==> config.mk <==
export PLATFORM = sky130hd
export DESIGN_NAME = addsub_serial
export DESIGN_NICKNAME = d
export VERILOG_FILES = /design/src/rtl/addsub_serial.sv
export SDC_FILE = /design/constraint.sdc
export NUM_CORES = 1
export LEC_CHECK = 0
export CORE_MARGIN = 3
export CORE_UTILIZATION = 48
export CTS_BUF_LIST = sky130_fd_sc_hd__clkbuf_2 sky130_fd_sc_hd__clkbuf_4 sky130_fd_sc_hd__clkbuf_8
export DETAILED_ROUTE_END_ITERATION = 10
export PLACE_DENSITY_LB_ADDON = 0.2
export SYNTH_ARGS = -nofsm -noshare
export SYNTH_HDL_FRONTEND = slang
export SYNTH_SLANG_ARGS = --single-unit
==> constraint.sdc <==
create_clock -name clk -period 2.6 [get_ports clk]
set_input_delay 0.65 -clock clk [delete_from_list [all_inputs] [get_ports clk]]
set_output_delay 0.65 -clock clk [all_outputs]
set_load 0.02 [all_outputs]
==> src/rtl/addsub_serial.sv <==
// Digit-serial two's-complement adder/subtractor with valid/ready handshakes.
// Processes DIGIT bits per cycle, LSB first; WIDTH/DIGIT cycles per operation.
module addsub_serial #(
  parameter int WIDTH = 8,
  parameter int DIGIT = 2
) (
  input  logic             clk,
  input  logic             rst_n,
  input  logic             in_valid,
  output logic             in_ready,
  input  logic [WIDTH-1:0] a,
  input  logic [WIDTH-1:0] b,
  input  logic             sub,
  input  logic             cin,
  input  logic             flush,
  output logic             out_valid,
  input  logic             out_ready,
  output logic [WIDTH-1:0] result,
  output logic             cout,
  output logic             ovf,
  output logic             zero
);

  localparam int N  = WIDTH / DIGIT;
  localparam int CW = (N > 1) ? $clog2(N) : 1;
  localparam logic [CW-1:0] LastCnt = CW'(N - 1);

  if (WIDTH < 1 || DIGIT < 1 || DIGIT > WIDTH || (WIDTH % DIGIT) != 0) begin : g_param_check
    $error("addsub_serial: need 1 <= DIGIT <= WIDTH and WIDTH %% DIGIT == 0");
  end

  typedef enum logic [1:0] {StIdle, StRun, StDone} state_e;

  state_e           state;
  logic [CW-1:0]    cnt;
  logic [WIDTH-1:0] a_q;
  logic [WIDTH-1:0] b_q;
  logic             sub_q;
  logic             carry_q;

  logic [DIGIT-1:0] a_dig;
  logic [DIGIT-1:0] b_dig;
  logic [DIGIT-1:0] s_dig;
  logic             c_out;
  logic             c_msb;
  logic [WIDTH-1:0] res_nxt;

  always_comb begin
    a_dig          = a_q[int'(cnt)*DIGIT +: DIGIT];
    b_dig          = b_q[int'(cnt)*DIGIT +: DIGIT];
    {c_out, s_dig} = {1'b0, a_dig} + {1'b0, b_dig} + {{DIGIT{1'b0}}, carry_q};
    // Carry into the top bit of this digit, recovered from its sum bit.
    c_msb          = a_dig[DIGIT-1] ^ b_dig[DIGIT-1] ^ s_dig[DIGIT-1];
    res_nxt        = result;
    res_nxt[int'(cnt)*DIGIT +: DIGIT] = s_dig;
  end

  always_ff @(posedge clk or negedge rst_n) begin
    if (!rst_n) begin
      state   <= StIdle;
      cnt     <= '0;
      a_q     <= '0;
      b_q     <= '0;
      sub_q   <= 1'b0;
      carry_q <= 1'b0;
      result  <= '0;
      cout    <= 1'b0;
      ovf     <= 1'b0;
      zero    <= 1'b0;
    end else begin
      unique case (state)
        StIdle: begin
          if (in_valid && !flush) begin
            a_q     <= a;
            b_q     <= sub ? ~b : b;
            sub_q   <= sub;
            carry_q <= sub ? ~cin : cin;
            cnt     <= '0;
            state   <= StRun;
          end
        end
        StRun: begin
          if (flush) begin
            cnt   <= '0;
            state <= StIdle;
          end else begin
            result  <= res_nxt;
            carry_q <= c_out;
            if (cnt == LastCnt) begin
              cout  <= sub_q ^ c_out;
              ovf   <= c_msb ^ c_out;
              zero  <= (res_nxt == '0);
              cnt   <= '0;
              state <= StDone;
            end else begin
              cnt <= cnt + 1'b1;
            end
          end
        end
        StDone: begin
          if (flush || out_ready) state <= StIdle;
        end
        default: state <= StIdle;
      endcase
    end
  end

  assign in_ready  = rst_n && (state == StIdle);
  assign out_valid = (state == StDone);

endmodule

Yosys cells after proc, flatten, opt, wreduce, memory -nomap -nowiden:

Index checks and enable logic that the tools add are counted.

* register bits after elaboration: 33
* output and inout port bits: 13
* logic and storage cells: 60

* $add $sub $neg: 4
* eq/ne operators: 7
* shifts and indexed selects: 4
* mux-type cells: 15
* bitwise logic cells: 7
* reductions and logical operators: 13

Operator list (number)
* negation 3 -> 33 bit: 1
* variable shift 2 x 33 -> 8 bit (first input constant): 1
* variable part select 2 x 33 -> 8 bit: 1
* variable part select 8 x 4 -> 2 bit: 2
* two-way mux 2 bit: 7
* AND reduction 3 bit: 3
* bitwise mux 8 bit: 1
* logical NOT 8 bit: 1
* two-way mux 8 bit: 1
* inverter 8 bit: 1
* case mux 2 bit (3 select lines): 1
* AND reduction 2 bit: 3
* equality test 2 bit (second input constant): 2
* inequality test 2 bit (second input constant): 2
* case mux 2 bit (2 select lines): 1
* XOR 1 bit: 4
* adder 2 x 2 -> 3 bit: 1
* adder 3 x 1 -> 3 bit: 1
* two-way mux 1 bit: 3
* inequality test 3 bit (second input constant): 1
* adder 2 x 1 -> 2 bit (second input constant): 1
* equality test 2 x 1 -> 1 bit (second input constant): 1
* logical AND 1 bit: 2
* logical NOT 2 bit: 1
* other kinds (6): 7

Depth between registers and ports, before layout:

* depth in word-level cells: 6
* gate-level depth with buffers: 9
* mapped depth without buffers: 8

Worst setup path before layout:

Ideal clock, no wire load.

* path type: reg2reg
* from: reg cnt[0]
* to: reg zero
* arrival time: 2.697 ns
* path slack: -0.220 ns
* stages on the path, launching flop included: 10
* clock period less this slack: 2.820 ns
* path through: dfrtp_1 buf_2 mux4_2 fa_1 inv_1 fa_1 nor4b_1 mux2i_1 nand4_1 o31ai_2

* word-level cells in the longest chain between the ends: 6
* elaborated cells between the ends (all ways): 11
* those cells by class: add/sub (3); eq/ne (1); shift (4); mux (1); reduce/logical (2)

RTL lines
* start, declared: RTL line 35 `logic [CW-1:0] cnt;`
* start signal, assigned: RTL line 96 `cnt <= cnt + 1'b1;`
* variable part select 8 x 4 -> 2 bit, on equally long branches: RTL line 49, 50
* adder 2 x 2 -> 3 bit: RTL line 51 `{c_out, s_dig} = {1'b0, a_dig} + {1'b0, b_dig} + {{DIGIT{1'b0}}, carry_q};`
* adder 3 x 1 -> 3 bit: RTL line 51
* variable part select 2 x 33 -> 8 bit: RTL line 55 `res_nxt[int'(cnt)*DIGIT +: DIGIT] = s_dig;`
* bitwise mux 8 bit: RTL line 55
* logical NOT 8 bit: RTL line 92 `zero <= (res_nxt == '0);`
* end signal, assigned: RTL line 92
* end, declared: RTL line 21 `output logic zero`

Several ways; a longest one is shown, not always the timed one.
A chain may end at the register's enable or synchronous reset.

Worst setup path after layout:

Ends and elaborated chain as after synthesis.

==> out/results.ini <==
[finish]
fin_cells = 256
antenna_cells = 0
multi_input_area_sq_um = 967
area.sequential_sq_um = 827
drive_above_1_share_pct = 21.9
post-route-util_pct = 68.3
n_fill_cell = 275
final_nets = 241
area_delta_synth_final_pct = 30.1

[route]
drt_iter0_drc = 144
wl_met2_mm = 2.09
wl_mm = 3.82
drc = 0
vias = 1370
antenna_left = 0
firstDrtPassIters = 4
vias_per_cell = 5.35
wl_met3_um = 189
wl_met1_mm = 1.49
top_layer_used = met4
wl_per_cell_um = 14.9

[pwr]
swShare_pct = 33.3
power_frac_seq_pct = 36.3
ir_drop_v = 0.000377
pwr-share-comb_pct = 41.0
p_int_mw = 1.25
p_clk_share_pct = 22.7
power_density_nw_per_um2 = 780
power_switching_uw = 623
power_mw = 1.87
leakagePower_nw = 0.991

[timing]
finalHoldViolations = 0
setup_tns_ns = 0
relSlewSlack_pct = 72.4
fin_crit_ns = 2.57
maxSlewViolCount = 0
tightest_slew_ns = 0.415
whs_ns = 0.492
finalCritPeriodShare_pct = 98.9
setup_viol = 0
fin_skew_ns = 0.00740
rsz0062_at_grt = true
clock.fmax_ghz = 0.389

[yosys]
synth-main-ff-cell = dfrtp_1
synthTopCellsByArea = dfrtp_1 (45%), mux4_2 (4.9%), ha_1 (4.7%)
synthCells = 163
synthTopCellsByCount = dfrtp_1 (33), nor2_1 (16), a21oi_1 (12), nand2_1 (12), xnor2_1 (9)
ys_ff_latch = 33
postSynthAreaPerCell_sq_um = 11.3
synth.cell_area_sq_um = 1850
synthMostInstantiatedCell = dfrtp_1
async_flop_share_pct = 100
yosysTopAreaCell = dfrtp_1
ys_seq_area_share_pct = 44.7
ys_warn_count = 0
syn_nets = 195
synth_edf_count = 0
yosysUniqueCellTypes = 40
synth_top_area_share_pct = 44.7

[placed_design]
placedCellCount = 248
place_congestion = 0.797
port_buffers = 35
hpwl_mm = 2.80

[floorplan]
core_area_sq_um = 3520
die_w_um = 68.1
die_y_um = 68.1
ios = 36
start_util_pct = 52.5
die-area_sq_um = 4630
rows = 21

[clock_network]
cts_buffer_depth = 2
cts.sinks = 33
cts.clk_slew.worst_paths_ns = 0.07
post-cts-setup-buffer-count = 0
cts_buffers = 5
cts-root-buf = clkbuf_8
htreeDepth = 2
clock_latency_ns = 0.29
cts_tree = yes

[min_path]
min-delay-path-class = reg -> reg

[run_status]
status = finished clean

[critical_path]
critPathCaptureType = register
cp_max_fo = 5
path_class = reg -> reg
r2r_slack_ns = 0.03
cp.arrival_ns = 2.75
critical-path-max-stage-delay_ns = 0.53
path_common_cell = fa_2
critical_path_required_ns = 2.78
critical_path.cell_chain = mux4_2, fa_2, inv_2, fa_2, nor4b_2, mux2i_1, nand4_1, o31ai_2
crit_path_start_kind = register
slowest_stage = mux4_2

[global_routing]
antenna_found_initial = 0
overflow = 0
grt_max_degree = 34
grt_pass1_vias = 1374
grt_pass1_wl_mm = 6.38
grt_usage_pct = 19.0

[run]
cap_violations = 0

## cells by family (layout without fill, tap and decap cells)
group	count (synthesis)	in the layout	share of synthesized area, %
adder cells (fa/ha/maj)	9	9	6.91
buffers and inverters	13	60	4.40
AND/OR/NAND/NOR	50	50	15.1
multiplexers	17	17	13.5
flip-flops	33	33	44.7
AO/OA/AOI/OAI	29	29	9.75
XOR/XNOR	12	12	5.69
## power by group through the flow
stage / logic [mW] / registers [mW] / clock network [mW]
4_1_cts: 0.742 / 0.681 / 0.437
6_report: 0.769 / 0.680 / 0.425
3_5_place_dp: 0.734 / 0.689 / 0
5_1_grt: 0.845 / 0.693 / 0.465
3_3_place_gp: 0.722 / 0.683 / 0
2_1_floorplan: 0.471 / 0.708 / 0
## worst max-delay path: cells and delay by family (launching register included)
kind	cells	cell delay, ns
AO/OA/AOI/OAI	1	0.07
buffers and inverters	1	0.07
adder cells (fa/ha/maj)	2	0.85
flip-flops	1	0.41
multiplexers	2	0.65
AND/OR/NAND/NOR	2	0.41
## final cells by class
type / count / area share [%]
inverter: 7 / 1.09
multi-input combinational: 117 / 40.2
sequential: 33 / 34.4
clock buffer: 7 / 4.01
tap: 46 / 2.39
timing repair buffer: 45 / 17.6
clock inverter: 1 / 0.208
## per-layer routing
layer	vias to the layer above	global-route usage, %
met1	675	22.4
li1	651	-
met4	0	6.70
met5	-	0
met2	37	33.1
met3	7	5.09
## per-stage QoR
step	worst slack [ns]	area, sq um
floorplan	-0.0701	1870
global placement	0.000495	2290
detailed placement	-0.0340	2290
CTS	0.00135	2390
global route	-0.105	2400
finish	0.0284	2400
## layout by cell type (no fill, tap or decap), drive strengths merged, types with 2 or more instances in the layout
cell / count
inv: 7
buf: 10
mux2: 11
nand2: 14
clkdlybuf4s50: 34
a22o: 2
xnor2: 9
a21oi: 12
dfrtp: 33
o31ai: 2
nor4b: 2
nor3b: 2
nand2b: 3
nor2b: 5
ha: 7
nor3: 3
nor2: 17
a31oi: 3
fa: 2
xor2: 3
o21ai: 6
clkbuf: 7
mux4: 4
mux2i: 2
## flip-flops by register name, summed over array words and instances, names as in the netlist, 2 cells and up
name and flops:
result 8, state 2, b_q 8, cnt 2, a_q 8
## path summary, 6_finish.rpt
| check | startpoint | endpoint | depth (start not counted) |
|---|---|---|---|
| worst max register to register | cnt[0] | zero | 8 |
| min in group asynchronous | rst_n | result[1] | 2 |
| worst min-delay path | cout | cout | 2 |
| worst max-delay path | cnt[0] | zero | 8 |
| worst min register to register | cout | cout | 2 |
| max in group asynchronous | rst_n | cnt[0] | 2 |
## timing repair
action	in CTS	in global routing
resized for setup	2	3
endpoints found under the setup margin	2	1
pin swaps	0	5
cloned	0	0
hold buffers	0	0
Power figures use the tool's default switching activity.
